<file path="src/rtl/input_conditioner.sv">
// input_conditioner: per-line synchroniser, debouncer and edge detector for buttons/DIP switches.
// Optional feature macro INPUT_COND_STM_EN: when defined, stm_hwevents carries {fall_pulse, rise_pulse};
// when undefined, stm_hwevents is tied to zero and its register is not built.
module input_conditioner #(
    parameter int               WIDTH           = 8,
    parameter int               DEBOUNCE_CYCLES = 50000,
    parameter logic [WIDTH-1:0] INVERT_MASK     = 'h0F
) (
    input  logic             clk,
    input  logic             reset_n,
    input  logic [WIDTH-1:0] raw_in,
    output logic [WIDTH-1:0] stable_out,
    output logic [WIDTH-1:0] rise_pulse,
    output logic [WIDTH-1:0] fall_pulse,
    output logic             any_change,
    output logic [27:0]      stm_hwevents
);
    localparam int             CW       = $clog2(DEBOUNCE_CYCLES + 1);
    localparam logic [CW-1:0]  CNT_LAST = CW'(DEBOUNCE_CYCLES - 1);

    logic [WIDTH-1:0] s1_q, s2_q, l;
    logic [WIDTH-1:0] stable_q, stable_d, rise_q, rise_d, fall_q, fall_d;
    logic [CW-1:0]    cnt_q [WIDTH];
    logic [CW-1:0]    cnt_d [WIDTH];
    logic             any_q;

    assign l          = s2_q ^ INVERT_MASK;
    assign stable_out = stable_q;
    assign rise_pulse = rise_q;
    assign fall_pulse = fall_q;
    assign any_change = any_q;

    // Two-flop synchroniser; resets to the inversion mask so every logical line starts at 0
    always_ff @(posedge clk) begin
        s1_q <= !reset_n ? INVERT_MASK : raw_in;
        s2_q <= !reset_n ? INVERT_MASK : s1_q;
    end

    // Per-bit debounce: any sample matching the accepted level restarts the count
    always_comb begin
        cnt_d    = cnt_q;
        stable_d = stable_q;
        rise_d   = '0;
        fall_d   = '0;
        for (int i = 0; i < WIDTH; i++) begin
            if (l[i] == stable_q[i]) begin
                cnt_d[i] = '0;
            end else if (cnt_q[i] == CNT_LAST) begin
                cnt_d[i]    = '0;
                stable_d[i] = l[i];
                rise_d[i]   = l[i];
                fall_d[i]   = !l[i];
            end else begin
                cnt_d[i] = cnt_q[i] + 1'b1;
            end
        end
    end

    // Debounce state and registered edge events
    always_ff @(posedge clk) begin
        if (!reset_n) begin
            for (int i = 0; i < WIDTH; i++) cnt_q[i] <= '0;
            stable_q <= '0;
            rise_q   <= '0;
            fall_q   <= '0;
            any_q    <= 1'b0;
        end else begin
            cnt_q    <= cnt_d;
            stable_q <= stable_d;
            rise_q   <= rise_d;
            fall_q   <= fall_d;
            any_q    <= |{rise_d, fall_d};
        end
    end

`ifdef INPUT_COND_STM_EN
    logic [27:0] stm_q;

    // Trace event word registered alongside the pulses so it carries no extra latency
    always_ff @(posedge clk) begin
        stm_q <= !reset_n ? 28'h0 : 28'({fall_d, rise_d});
    end

    assign stm_hwevents = stm_q;
`else
    assign stm_hwevents = 28'h0;
`endif
endmodule

</file>
<file path="config.mk">
export PLATFORM = sky130hd
export DESIGN_NAME = input_conditioner
export DESIGN_NICKNAME = d
export VERILOG_FILES = /design/src/rtl/input_conditioner.sv
export SDC_FILE = /design/constraint.sdc
export NUM_CORES = 1
export LEC_CHECK = 0
export CAP_MARGIN = 10
export CORE_MARGIN = 1.5
export CORE_UTILIZATION = 64
export CTS_BUF_LIST = sky130_fd_sc_hd__clkbuf_8
export DETAILED_ROUTE_END_ITERATION = 7
export PLACE_DENSITY = 0.85
export SYNTH_ARGS = -nofsm -noshare
export SYNTH_HDL_FRONTEND = slang
export SYNTH_SLANG_ARGS = --single-unit
</file>
<file path="constraint.sdc">
create_clock -name clk -period 4.9 [get_ports clk]
set_input_delay 0.735 -clock clk [delete_from_list [all_inputs] [get_ports clk]]
set_output_delay 0.735 -clock clk [all_outputs]
set_load 0.01 [all_outputs]
</file>
==> out/results.ini <==
[detailed_routing]
wl_um=13000
viasPerCell=5.48
antenna_left=0
dr.pass1.iters=4
drcViolationCount=0
vias=5203
post_drt_wl_per_cell_um=13.7
drtIter0Drc=250

[critical_path]
endpoint_kind=output pin
crit_fanout=5
cp_data_arrival_time_ns=1.51
cpMaxStageDelayCell=clkdlybuf4s50_1
path_buf_inv=1
crit_required_ns=4.16
worstSetupStartpointType=register
path_class=reg -> out
crit_chain=clkdlybuf4s50_1
max_stage_delay_ns=0.59
critical-path-top-delay-family=buffers and inverters

[synth]
synth-seq-cells=169
synth.top_cells.by_area=dfxtp_1, nor2_1, xor2_1
syn_area_per_cell_sq_um=9.14
postSynthCellCount=764
seq_area_frac_synth_pct=48.4
syn_area_sq_mm=0.00699
synth_top_cell_by_area=dfxtp_1
synth_top_area_share_pct=48.4
yosysWarnings=0
synth_cell_types=45

[layout]
multi_input_area_sq_mm=0.00332
synthToLayoutAreaGrowth_pct=11.3
fin_cells=950
diodes=0
final_nets=820
layout-drive-gt1-share_pct=4.55
seqCellArea_sq_mm=0.00338
num-fill-cells=740
stdcell_area_sq_mm=0.00777

[placement]
place_area_sq_mm=0.00731
portBuffers=34
dp.cells=918
place_congestion=0.822
hpwlAfterDp_um=9030

[grt]
antenna_found_initial=0
grt_pass1_vias=5000
track_usage_pct=24.5
grt_pass1_wl_um=22300
grt_max_degree=32
grt_overflow_total=0

[worst_hold_path]
hold_path.class=reg -> reg

[floorplanning]
core_sq_mm=0.0105
die_x_um=107
dieArea_sq_mm=0.0116
start_util_pct=66.8
rows=37
io_pins=63
die_h_um=107

[clocking]
cts_max_path_buffers=2
clkSinkCount=169
cts_tree=built
clkTransAtPathRegs_ns=0.08
clk_latency_ns=0.46
post_cts_resized=0
cts_inserted_buffers=17
h-tree-depth=4
cts_hold_buffers=0
cts_setup_buffers=0
clockRootBuffer=clkbuf_8

[sta]
fmax_ghz=0.445
post-route-period-util_pct=45.9
finalMaxSlewViolations=0
finalCriticalPeriod_ns=2.25
hold_viol=0
skew_ns=0.0124
setup_viol=0
max_slew_margin_pct=55.5
worst_pin_slew_ns=0.661
grt_setup_unrepaired=false
setup_tns_ns=0

[pwr]
switching_share_pct=20.6
p_seq_share_pct=54.4
p_clk_share_pct=44.0
power.switching_w=0.000525
p_per_area_mw_per_mm2=328
irDropWorstVdd_mv=0.397
p_leak_nw=2.67
intPower_w=0.00202
p_comb_share_pct=1.6
finalPower_w=0.00255

[run]
cap_violations=0

[status]
status=finished clean

-- kinds of logic (layout without fill, tap and decap cells) --
family	after synthesis	after routing	share of synthesized area, %
and+or+nand+nor	376	376	27.9
DFF	169	169	48.4
xor gates and xnor gates	111	111	13.9
other	1	28	0.0537
muxes	2	2	0.287
adders and majority gates	8	8	1.43
buffers and inverters	67	90	5.52
AOI/OAI and AO/OA	30	30	2.49
-- placed cells by master, fill, tap and decap left out, types with 9 or more instances in the layout --
master,count
xor2_1,58
and4_1,12
or3_1,11
a21oi_1,11
dfxtp_1,169
nand2_1,43
clkbuf_8,19
inv_1,24
nor3_1,14
nand3_1,41
xnor2_1,53
o21ai_0,9
and3_1,25
nor3b_1,9
nand4_1,26
conb_1,28
clkdlybuf4s50_1,34
nor2_1,144
and2_1,12
-- power groups by stage --
stage / logic (W) / clock network, W / registers [W]
floorplan: 0.0000477 / 0 / 0.00142
global placement: 0.0000402 / 0 / 0.00142
detailed placement: 0.0000412 / 0 / 0.00142
CTS: 0.0000414 / 0.00113 / 0.00139
global route: 0.0000472 / 0.00120 / 0.00139
finish: 0.0000420 / 0.00112 / 0.00139
-- cell type report --
| type | instances | share of cell area (%) |
|---|---|---|
| clock buffer | 19 | 3.36 |
| clock inverter | 12 | 2.56 |
| multi-input combinational | 555 | 42.7 |
| inverter | 23 | 1.11 |
| timing repair buffer | 36 | 4.57 |
| tap | 136 | 2.19 |
| sequential | 169 | 43.5 |
-- metal layers --
layer | track usage (%) | part of all wire (%) | vias to the layer above
li1 | - | - | 2580
met1 | 29.6 | 44 | 2477
met2 | 41.6 | 50 | 127
met3 | 7.87 | 5.0 | 19
met4 | 7.24 | 1.4 | 0
met5 | 0 | 0 | -
-- cell usage after synthesis, drive strengths merged --
master	count
nor3	14
inv	23
nor2	145
nand4b	1
nand2b	8
nor2b	4
a211oi	4
and3	25
o21ai	9
xor2	58
xnor2	53
or4bb	1
or4	2
o22ai	1
or3	11
conb	1
nand4	26
buf	35
and2	12
and4	12
nor4b	5
ha	8
clkbuf	9
a221oi	1
a31oi	1
mux2i	2
nor4	5
nand3b	3
and2b	1
a22oi	2
dfxtp	169
and4b	2
nor4bb	6
o211ai	1
nand2	43
nor3b	9
a21oi	11
nand3	41
-- path summary, 6_finish.rpt --
check / end / cells after the start / slack, ns / start
hold / removal: s2_q[1]$_SDFF_PN1_ / 1 / 0.42 / s1_q[1]$_SDFF_PN1_
hold reg to reg: s2_q[1]$_SDFF_PN1_ / 1 / 0.42 / s1_q[1]$_SDFF_PN1_
setup / recovery: stable_out[3] / 1 / 2.65 / stable_out[3]$_SDFFE_PN0P_
setup reg to reg: cnt_q[93]$_SDFF_PP0_ / 5 / 3.02 / cnt_q[80]$_SDFF_PP0_
-- state kept, by name (all words and copies together), names as in the netlist --
name / flops
stable_out: 8
fall_pulse: 8
s1_q: 8
rise_pulse: 8
cnt_q: 128
any_change: 1
s2_q: 8
-- stage by stage --
stage / utilization (%) / worst slack [ns] / hold slack [ns]
after floorplan: - / 3.12 / 0.386
after global placement: 69.8 / 2.29 / 0.390
after detailed placement: 69.8 / 2.20 / 0.396
after CTS: 74.2 / 2.61 / 0.421
after global routing: 74.3 / 2.57 / 0.424
final: 74.3 / 2.65 / 0.419
Power figures use the tool's default switching activity.
